**src/rtl/mem_ctrl.sv**
```systemverilog
// Byte-serial memory controller: arbitrates MEM (load/store) and IF (fetch)
// requests onto an 8-bit synchronous RAM with one-cycle read latency.
// Optional build macro MEM_CTRL_SKIP_MASKED_EN: stores visit only enabled bytes.
module mem_ctrl #(
  parameter int unsigned ADDR_W = 17
) (
  input  logic              clk_i,
  input  logic              rst_i,
  input  logic              mem_re_i,
  input  logic              mem_we_i,
  input  logic [3:0]        mem_sel_i,
  input  logic [31:0]       mem_addr_i,
  input  logic [31:0]       mem_wdata_i,
  output logic              mem_busy_o,
  output logic              mem_done_o,
  output logic [31:0]       mem_rdata_o,
  input  logic              if_re_i,
  input  logic [31:0]       if_addr_i,
  output logic              if_busy_o,
  output logic              if_done_o,
  output logic [31:0]       if_rdata_o,
  output logic              ram_en_o,
  output logic              ram_we_o,
  output logic [ADDR_W-1:0] ram_addr_o,
  output logic [7:0]        ram_wdata_o,
  input  logic [7:0]        ram_rdata_i
);

  typedef enum logic [2:0] {StIdle, StRd, StRdLast, StWr, StDone} state_e;

  state_e            state_q, state_d;
  logic [1:0]        idx_q, idx_d;
  logic [ADDR_W-1:0] base_q, base_d;
  logic [3:0]        sel_q, sel_d;
  logic [31:0]       wdata_q, wdata_d;
  logic              owner_if_q, owner_if_d;
  logic [23:0]       rbuf_q, rbuf_d;
  logic [31:0]       mem_rdata_q, mem_rdata_d;
  logic [31:0]       if_rdata_q, if_rdata_d;
  logic [31:0]       req_addr;
  logic              active;

  // Address bits outside the RAM window are intentionally dropped.
  logic unused_addr;
  assign unused_addr = ^{mem_addr_i[31:ADDR_W], mem_addr_i[1:0],
                         if_addr_i[31:ADDR_W], if_addr_i[1:0]};

`ifdef MEM_CTRL_SKIP_MASKED_EN
  // {found, index} of the lowest set bit in a byte mask.
  function automatic logic [2:0] lowest_set(input logic [3:0] m);
    logic [2:0] r;
    r = 3'b000;
    for (int k = 3; k >= 0; k--) begin
      if (m[k]) r = {1'b1, 2'(k)};
    end
    return r;
  endfunction

  logic [3:0] above_mask;
  logic [2:0] first_set, next_set;

  // Mask of byte lanes strictly above the current index.
  always_comb begin
    unique case (idx_q)
      2'd0:    above_mask = 4'b1110;
      2'd1:    above_mask = 4'b1100;
      2'd2:    above_mask = 4'b1000;
      default: above_mask = 4'b0000;
    endcase
  end

  assign first_set = lowest_set(mem_sel_i);
  assign next_set  = lowest_set(sel_q & above_mask);
`endif

  assign active     = (state_q == StRd) || (state_q == StRdLast) || (state_q == StWr);
  assign mem_busy_o = active & ~owner_if_q;
  // A fetch still waiting for arbitration counts as busy, too.
  assign if_busy_o  = (active & owner_if_q) | if_re_i;
  assign mem_rdata_o = mem_rdata_q;
  assign if_rdata_o  = if_rdata_q;

  // Next-state, RAM strobes and completion pulses.
  always_comb begin
    state_d     = state_q;
    idx_d       = idx_q;
    base_d      = base_q;
    sel_d       = sel_q;
    wdata_d     = wdata_q;
    owner_if_d  = owner_if_q;
    rbuf_d      = rbuf_q;
    mem_rdata_d = mem_rdata_q;
    if_rdata_d  = if_rdata_q;
    req_addr    = mem_addr_i;
    ram_en_o    = 1'b0;
    ram_we_o    = 1'b0;
    ram_addr_o  = '0;
    ram_wdata_o = 8'h00;
    mem_done_o  = 1'b0;
    if_done_o   = 1'b0;

    unique case (state_q)
      StRd: begin
        ram_en_o   = 1'b1;
        ram_addr_o = base_q + ADDR_W'(idx_q);
        // Data arriving now belongs to the byte issued last cycle.
        unique case (idx_q)
          2'd1:    rbuf_d[7:0]   = ram_rdata_i;
          2'd2:    rbuf_d[15:8]  = ram_rdata_i;
          2'd3:    rbuf_d[23:16] = ram_rdata_i;
          default: ;
        endcase
        idx_d = idx_q + 2'd1;
        if (idx_q == 2'd3) state_d = StRdLast;
      end
      StRdLast: begin
        if (owner_if_q) if_rdata_d = {ram_rdata_i, rbuf_q};
        else            mem_rdata_d = {ram_rdata_i, rbuf_q};
        state_d = StDone;
      end
      StWr: begin
        ram_en_o    = 1'b1;
        ram_we_o    = sel_q[idx_q];
        ram_addr_o  = base_q + ADDR_W'(idx_q);
        ram_wdata_o = wdata_q[{idx_q, 3'b000} +: 8];
`ifdef MEM_CTRL_SKIP_MASKED_EN
        if (next_set[2]) idx_d = next_set[1:0];
        else             state_d = StDone;
`else
        idx_d = idx_q + 2'd1;
        if (idx_q == 2'd3) state_d = StDone;
`endif
      end
      StDone: begin
        if (owner_if_q) if_done_o = 1'b1;
        else            mem_done_o = 1'b1;
        state_d = StIdle;
      end
      default: ;
    endcase

    // Accept a new request when idle or finishing; MEM store > MEM load > fetch.
    if ((state_q == StIdle) || (state_q == StDone)) begin
      if (mem_we_i || mem_re_i || if_re_i) begin
        owner_if_d = ~(mem_we_i | mem_re_i);
        req_addr   = owner_if_d ? if_addr_i : mem_addr_i;
        base_d     = {req_addr[ADDR_W-1:2], 2'b00};
        sel_d      = mem_sel_i;
        wdata_d    = mem_wdata_i;
        idx_d      = 2'd0;
        if (mem_we_i) begin
`ifdef MEM_CTRL_SKIP_MASKED_EN
          if (first_set[2]) begin
            state_d = StWr;
            idx_d   = first_set[1:0];
          end else begin
            state_d = StDone;
          end
`else
          state_d = StWr;
`endif
        end else begin
          state_d = StRd;
        end
      end
    end
  end

  // State and latched request registers.
  always_ff @(posedge clk_i) begin
    if (rst_i) begin
      state_q     <= StIdle;
      idx_q       <= 2'd0;
      base_q      <= '0;
      sel_q       <= 4'h0;
      wdata_q     <= 32'h0;
      owner_if_q  <= 1'b0;
      rbuf_q      <= 24'h0;
      mem_rdata_q <= 32'h0;
      if_rdata_q  <= 32'h0;
    end else begin
      state_q     <= state_d;
      idx_q       <= idx_d;
      base_q      <= base_d;
      sel_q       <= sel_d;
      wdata_q     <= wdata_d;
      owner_if_q  <= owner_if_d;
      rbuf_q      <= rbuf_d;
      mem_rdata_q <= mem_rdata_d;
      if_rdata_q  <= if_rdata_d;
    end
  end

endmodule

```
**config.mk**
```make
export PLATFORM = sky130hd
export DESIGN_NAME = mem_ctrl
export DESIGN_NICKNAME = d
export VERILOG_FILES = /design/src/rtl/mem_ctrl.sv
export SDC_FILE = /design/constraint.sdc
export NUM_CORES = 1
export LEC_CHECK = 0
export ABC_AREA = 0
export CAP_MARGIN = 10
export CORE_UTILIZATION = 45
export DETAILED_ROUTE_END_ITERATION = 6
export GPL_TIMING_DRIVEN = 0
export PLACE_DENSITY = 0.86
export SYNTH_ARGS = -nofsm -noshare
export SYNTH_HDL_FRONTEND = slang
export SYNTH_SLANG_ARGS = --single-unit
```
**constraint.sdc**
```tcl
create_clock -name clk_i -period 4.3 [get_ports clk_i]
set_clock_uncertainty 0.05 [all_clocks]
set_input_delay 0.43 -clock clk_i [delete_from_list [all_inputs] [get_ports clk_i]]
set_output_delay 0.43 -clock clk_i [all_outputs]
set_load 0.02 [all_outputs]
```
Yosys cells after proc, flatten, opt, wreduce, memory -nomap -nowiden
Cells that the tools add are included.
{"block": "totals", "register_bits": 145, "inputBits": 113, "word_cells": 61}
{"block": "op_classes", "addsub": 2, "n_lt_le_gt_ge": 1, "n_eq_ne": 7, "shifts": 1, "muxes": 20, "n_bitwise": 6, "reduce_logical": 13}
{"op": "$mux 17", "n": 2}
{"op": "$shiftx 32x6->8", "n": 1}
{"op": "$add 17x2->17", "n": 1}
{"op": "$mux 3", "n": 4}
{"op": "$pmux 3 s4", "n": 1}
{"op": "$reduce_and 2->1", "n": 6}
{"op": "$mux 2", "n": 4}
{"op": "$mux 8", "n": 1}
{"op": "$mux 1", "n": 7}
{"op": "$eq 3x2->1 const B", "n": 2}
{"op": "$logic_or 1x1->1", "n": 5}
{"op": "$eq 2x2->1 const B", "n": 2}
{"op": "$eq 3x1->1 const B", "n": 1}
{"op": "$eq 3x3->1 const B", "n": 1}
{"op": "$logic_not 3->1", "n": 1}
{"op": "$lt 2x3->1 const B", "n": 1}
{"op": "$add 2x1->2 const B", "n": 1}
{"op": "$and 1x1->1", "n": 2}
{"op": "$bmux 1 s2", "n": 1}
{"op": "$eq 2x1->1 const B", "n": 1}
{"op": "$not 1->1", "n": 2}
{"op": "$or 1x1->1", "n": 2}
{"op": "$reduce_or 2->1", "n": 1}

Logic depth before layout (Yosys ltp)
{"block": "depth", "word_depth": 5, "ltp_mapped": 7, "mapped_depth_nobuf": 5}

Worst setup path after synthesis
No wires, ideal clock.
{"block": "synth_timing", "kind": "flip-flop to output port", "start": "reg state_q[0]", "end": "out ram_addr_o[0]", "arrival_ns": 1.534, "setup_slack_ns": 2.286, "path_stages_with_launch": 5, "n_path_buf": 2, "cell_sequence": "dfxtp_1 -> nor2b_1 -> clkbuf_1 -> clkbuf_1 -> ha_1"}
{"block": "synth_between", "elab_chain_cells": 3, "elab_cells_between_ends": 4}
{"item": "from (decl)", "line": "31", "source": "state_e state_q, state_d;"}
{"item": "from (signal assigned)", "line": "172", "source": "state_q <= StIdle;"}
{"item": "from (signal assigned)", "line": "182", "source": "state_q <= state_d;"}
{"item": "$eq 3x1->1 / $eq 3x2->1 (equally long branches)", "line": "102", "source": "unique case (state_q)"}
{"item": "$reduce_or 2->1 (no line) (*)"}
{"item": "$mux 17 (*)"}
{"item": "to (decl)", "line": "24", "source": "output logic [ADDR_W-1:0] ram_addr_o,"}
Every way passes the cells marked *; elsewhere a longest branch is shown, timed or not.

Worst setup path in the final report
Same ends and word-level chain as after synthesis.

==> out/metrics.sh <==
RUN_STATUS='finished clean'
NETSWITCHINGFRACTION_PCT=27.9
BOUNDARYPINS=208
TOP_ACHIEVABLE_CLOCK_SPEED_MHz=311
GR-USAGE-MET3_PCT=7.28
GROUTE.LAYER.MET2.USAGE_PCT=42.1
TIMING.MAX_CAP.VIOLATIONS=0
CPPEAKSTAGEDELAY_NS=0.63
DIE_AREA_SQ_UM=14200
PLACE.PORT_BUFFERS=172
FIRST_PASS_GRT_WIRE_LENGTH_MICRONS=28400
CLOCK_INSERTION_DELAY_WORST_SKEW_NS=0.42
WL_PER_CELL_MICRONS=16.4
CTS_INSERTED_BUFFERS=17
FF2FF_PATH_DEPTH=5
CORE_SQ_UM=13300
CP-END-KIND='primary output'
ASYNC_FLOP_SHARE_PCT=0
FINAL_CELL_MIX='sky130_fd_sc_hd__clkdlybuf4s50_1, sky130_fd_sc_hd__dfxtp_1, sky130_fd_sc_hd__nand2_1'
NNETSFINAL=1003
SYNTH-SEQ-CELLS=145
NUMBER_OF_SYNTHESIZED_FLOPS_WITH_AN_ENABLE_PIN=0
NUM_ANTENNA_CELLS=0
TRITONCTS_NUM_SINKS=145
TIMING_MAX_TRANSITION_VIOLATIONS_FINAL=0
POSTLAYOUTCOREUTIL_PCT=65.3
GP_WEIGHTED_CONGESTION=0.805
SYNTH_SEQUENTIAL_AREA_RATIO_PCT=47.1
SLEW_HEADROOM_PCT=53.9
REG2REG_SLACK_NS=2.20
RR_STARTPOINT='state_q[0]'
ROUTE.DETAILED.DRC=0
VIAS=5680
FRACTION_OF_FINAL_LAYOUT_CELLS_SIZED_BEYOND_DRIVE_STRENGTH_1_PCT=8.90
ROUTE.DETAILED.VIAS_PER_INST=5.28
TRACK_USAGE_PCT=25.8
CRIT_BUF_INV=3
SYNTH.CELL_AREA_SQ_UM=6170
YOSYS-TOP-CELLS-AREA='sky130_fd_sc_hd__dfxtp_1, sky130_fd_sc_hd__nand2_1, sky130_fd_sc_hd__a21oi_1, sky130_fd_sc_hd__nand4b_1, sky130_fd_sc_hd__o21ai_0'
GRT_ANTENNA_BEFORE_REPAIR=0
WORSTHOLDPATHTYPE='reg -> reg'
WORSTSETUPSTARTPOINTTYPE='flop'
GRT_START_MAX_NET_PINS=17
CELLLEAKAGEPOWER_nW=2.91
CELLPOWERDENSITY_nW_PER_UM2=396
MOST_FREQUENTLY_USED_FLOP_MASTER_AFTER_SYNTHESIS='sky130_fd_sc_hd__dfxtp_1'
CHIPWIDTH_MICRONS=119
OVERFLOW=0
MET1_ROUTING_RESOURCE_USAGE_AFTER_GLOBAL_ROUTING_PCT=32.3
GRT-BUSIEST-LAYER='met2'
FINALWORSTPATHREQUIREDPERIOD_NS=3.21
FIRST_ITER_VIOLATIONS=506
SYNTH-WARNING-COUNT=0
DPL.HPWL_MICRONS=12600
TIMING.HOLD.WORST.START='mem_rdata_o[10]'
POST_CTS_HOLD_BUFFER_COUNT=0
TIGHTEST_SLEW_NS=0.692
TIMING.HOLD.WORST_ENDPOINT='mem_rdata_o[10]'
CTSLONGESTPATHBUFFERS=2
P_INT_mW=2.48
FINAL-HOLD-VIOLATION-COUNT=0
CPMAXSTAGEDELAYCELL='sky130_fd_sc_hd__clkdlybuf4s50_1'
ROWS=42
CP_CELL_SEQUENCE='nor2b_1, clkbuf_1, clkbuf_1, ha_1, clkdlybuf4s50_1'
AREA.GROWTH.SYNTH_TO_FINAL_PCT=40.8
POSTSYNTHNETCOUNT=812
RR_ENDPOINT='idx_q[0]'
DOMINANT_DELAY_CONTRIBUTOR_BY_CELL_FAMILY_ON_THE_CRITICAL_PATH='buffers and inverters'
SYNTH_CELLS=695
ANT_NETS=0
TIMING.SETUP.TNS_NS=0
WORST_PATH_CLASS_SETUP='reg -> out'
SETUP_REPAIR_AFTER_GLOBAL_ROUTING_MISSED_ITS_MARGIN='no'
FINALHOLDWORSTSLACK_NS=0.404
MAX-VDD-IR-DROP_mV=0.286
NETLIST.TOP_CELL.BY_AREA='sky130_fd_sc_hd__dfxtp_1'
SYNTH_LARGEST_TYPE_AREA_FRACTION_PCT=47.1
FLOORPLAN.INITIALDENSITY_PCT=46.4
P_SEQ_SHARE_PCT=42.5
WORST-ENDPOINT-ARRIVAL_NS=2.73
TRITONCTS='built'
CPMOSTUSEDCELL='sky130_fd_sc_hd__clkbuf_1'
PERIOD_SHARE_PCT=74.7
DRT_FIRST_PASS_ITERS=5
CTS-ROOT-BUF='sky130_fd_sc_hd__clkbuf_16'
CRITICAL_PATH.MAX_FANOUT=11
NUMBER_OF_GLOBAL_ROUTE_VIAS_BEFORE_REPAIR=5416
POST_CTS_BUFFERS=0
SWITCHING_POWER_mW=0.958
CLOCKPOWERSHARE_PCT=41.8
HTREEDEPTH=4
MOSTFREQUENTLAYOUTCELL='sky130_fd_sc_hd__clkdlybuf4s50_1'
MIN_DELAY_PATH_DEPTH=2
DIE_HEIGHT_MICRONS=119
FILLERINSTANCES=1092
YOSYSUNIQUECELLTYPES=34
SYNTH.AVG_CELL_AREA_SQ_UM=8.87
POST_CTS_RESIZED=0
POWER_FRAC_COMB_PCT=15.7
CP.REQUIRED_NS=3.82
CLOCK_SLEW_AT_REPORTED_PATH_FFS_NS=0.06
SETUP_VIOL=0
DRT-TOTAL-WL_MICRONS=17600
through the flow:
stage	area, sq um	total power, mW	cells	worst slack (ns)
after floorplan	6170	1.80	695	2.29
after global placement	8110	2.01	1043	1.54
after detailed placement	8110	2.02	1043	1.53
after CTS	8680	3.45	1075	1.05
after global routing	8680	3.57	1075	0.909
final	8680	3.44	1075	1.09
layout make-up:
cell class | count | area, sq um | area share (%)
inverter | 4 | 15.0 | 0.173
timing repair buffer | 172 | 1720 | 19.8
buffer | 67 | 317 | 3.65
sequential | 145 | 2900 | 33.4
clock inverter | 15 | 149 | 1.71
clock buffer | 17 | 425 | 4.90
multi-input combinational | 479 | 2930 | 33.8
tap | 176 | 220 | 2.54
worst min-delay path: stages, from the launching register on:
cell                      delay (ns)
sky130_fd_sc_hd__dfxtp_1        0.31
sky130_fd_sc_hd__nand2_1        0.05
sky130_fd_sc_hd__a21oi_1        0.05
cells by family after synthesis:
group                      synth area share, %
and+or+nand+nor                           24.3
muxes                                     7.18
DFF                                       47.1
adders and majority gates                0.812
buffers and inverters                     5.38
AOI/OAI and AO/OA                         15.2
flip-flops by register name, summed over array words and instances (netlist names):
| register | cells |
|---|---|
| wdata_q | 32 |
| if_rdata_o | 32 |
| state_q | 3 |
| sel_q | 4 |
| owner_if_q | 1 |
| base_q | 15 |
| idx_q | 2 |
| mem_rdata_o | 32 |
| rbuf_q | 24 |
power by group through the flow:
stage / Sequential [mW] / Combinational [mW] / Clock (mW)
global route: 1.47 / 0.583 / 1.52
detailed placement: 1.49 / 0.533 / 0
CTS: 1.46 / 0.538 / 1.45
finish: 1.46 / 0.538 / 1.44
floorplan: 1.48 / 0.320 / 0
global placement: 1.48 / 0.525 / 0
metal layers:
layer  part of all wire, %  vias to the layer above
li1                      -                     2783
met2                    49                      194
met4                   1.9                        0
met1                    43                     2679
met3                   6.1                       24
met5                     0                        -
synthesized netlist by cell type, types with 3 or more instances:
cell / count
sky130_fd_sc_hd__buf_1: 9
sky130_fd_sc_hd__ha_1: 4
sky130_fd_sc_hd__a311oi_1: 4
sky130_fd_sc_hd__mux2i_1: 24
sky130_fd_sc_hd__a311oi_2: 13
sky130_fd_sc_hd__and2_1: 16
sky130_fd_sc_hd__buf_6: 6
sky130_fd_sc_hd__mux4_2: 9
sky130_fd_sc_hd__dfxtp_1: 145
sky130_fd_sc_hd__nor3_1: 3
sky130_fd_sc_hd__buf_2: 16
sky130_fd_sc_hd__inv_1: 4
sky130_fd_sc_hd__nor4bb_1: 4
sky130_fd_sc_hd__nor2_1: 29
sky130_fd_sc_hd__nand4b_1: 36
sky130_fd_sc_hd__a21oi_1: 81
sky130_fd_sc_hd__clkbuf_1: 36
sky130_fd_sc_hd__nand2b_1: 37
sky130_fd_sc_hd__nor2b_1: 11
sky130_fd_sc_hd__nand2_1: 144
sky130_fd_sc_hd__o21ai_0: 51
worst max path at each step:
stage,from,to,slack (ns),cells after the start
after floorplan,state_q[0],ram_addr_o[0],2.29,4
after global placement,state_q[0],ram_addr_o[0],1.54,5
after detailed placement,state_q[0],ram_addr_o[0],1.53,5
after CTS,state_q[0],ram_addr_o[0],1.05,5
after global routing,state_q[0],ram_addr_o[0],0.91,5
final,state_q[0],ram_addr_o[0],1.09,5
No activity file was read; power rests on OpenSTA's default activity.
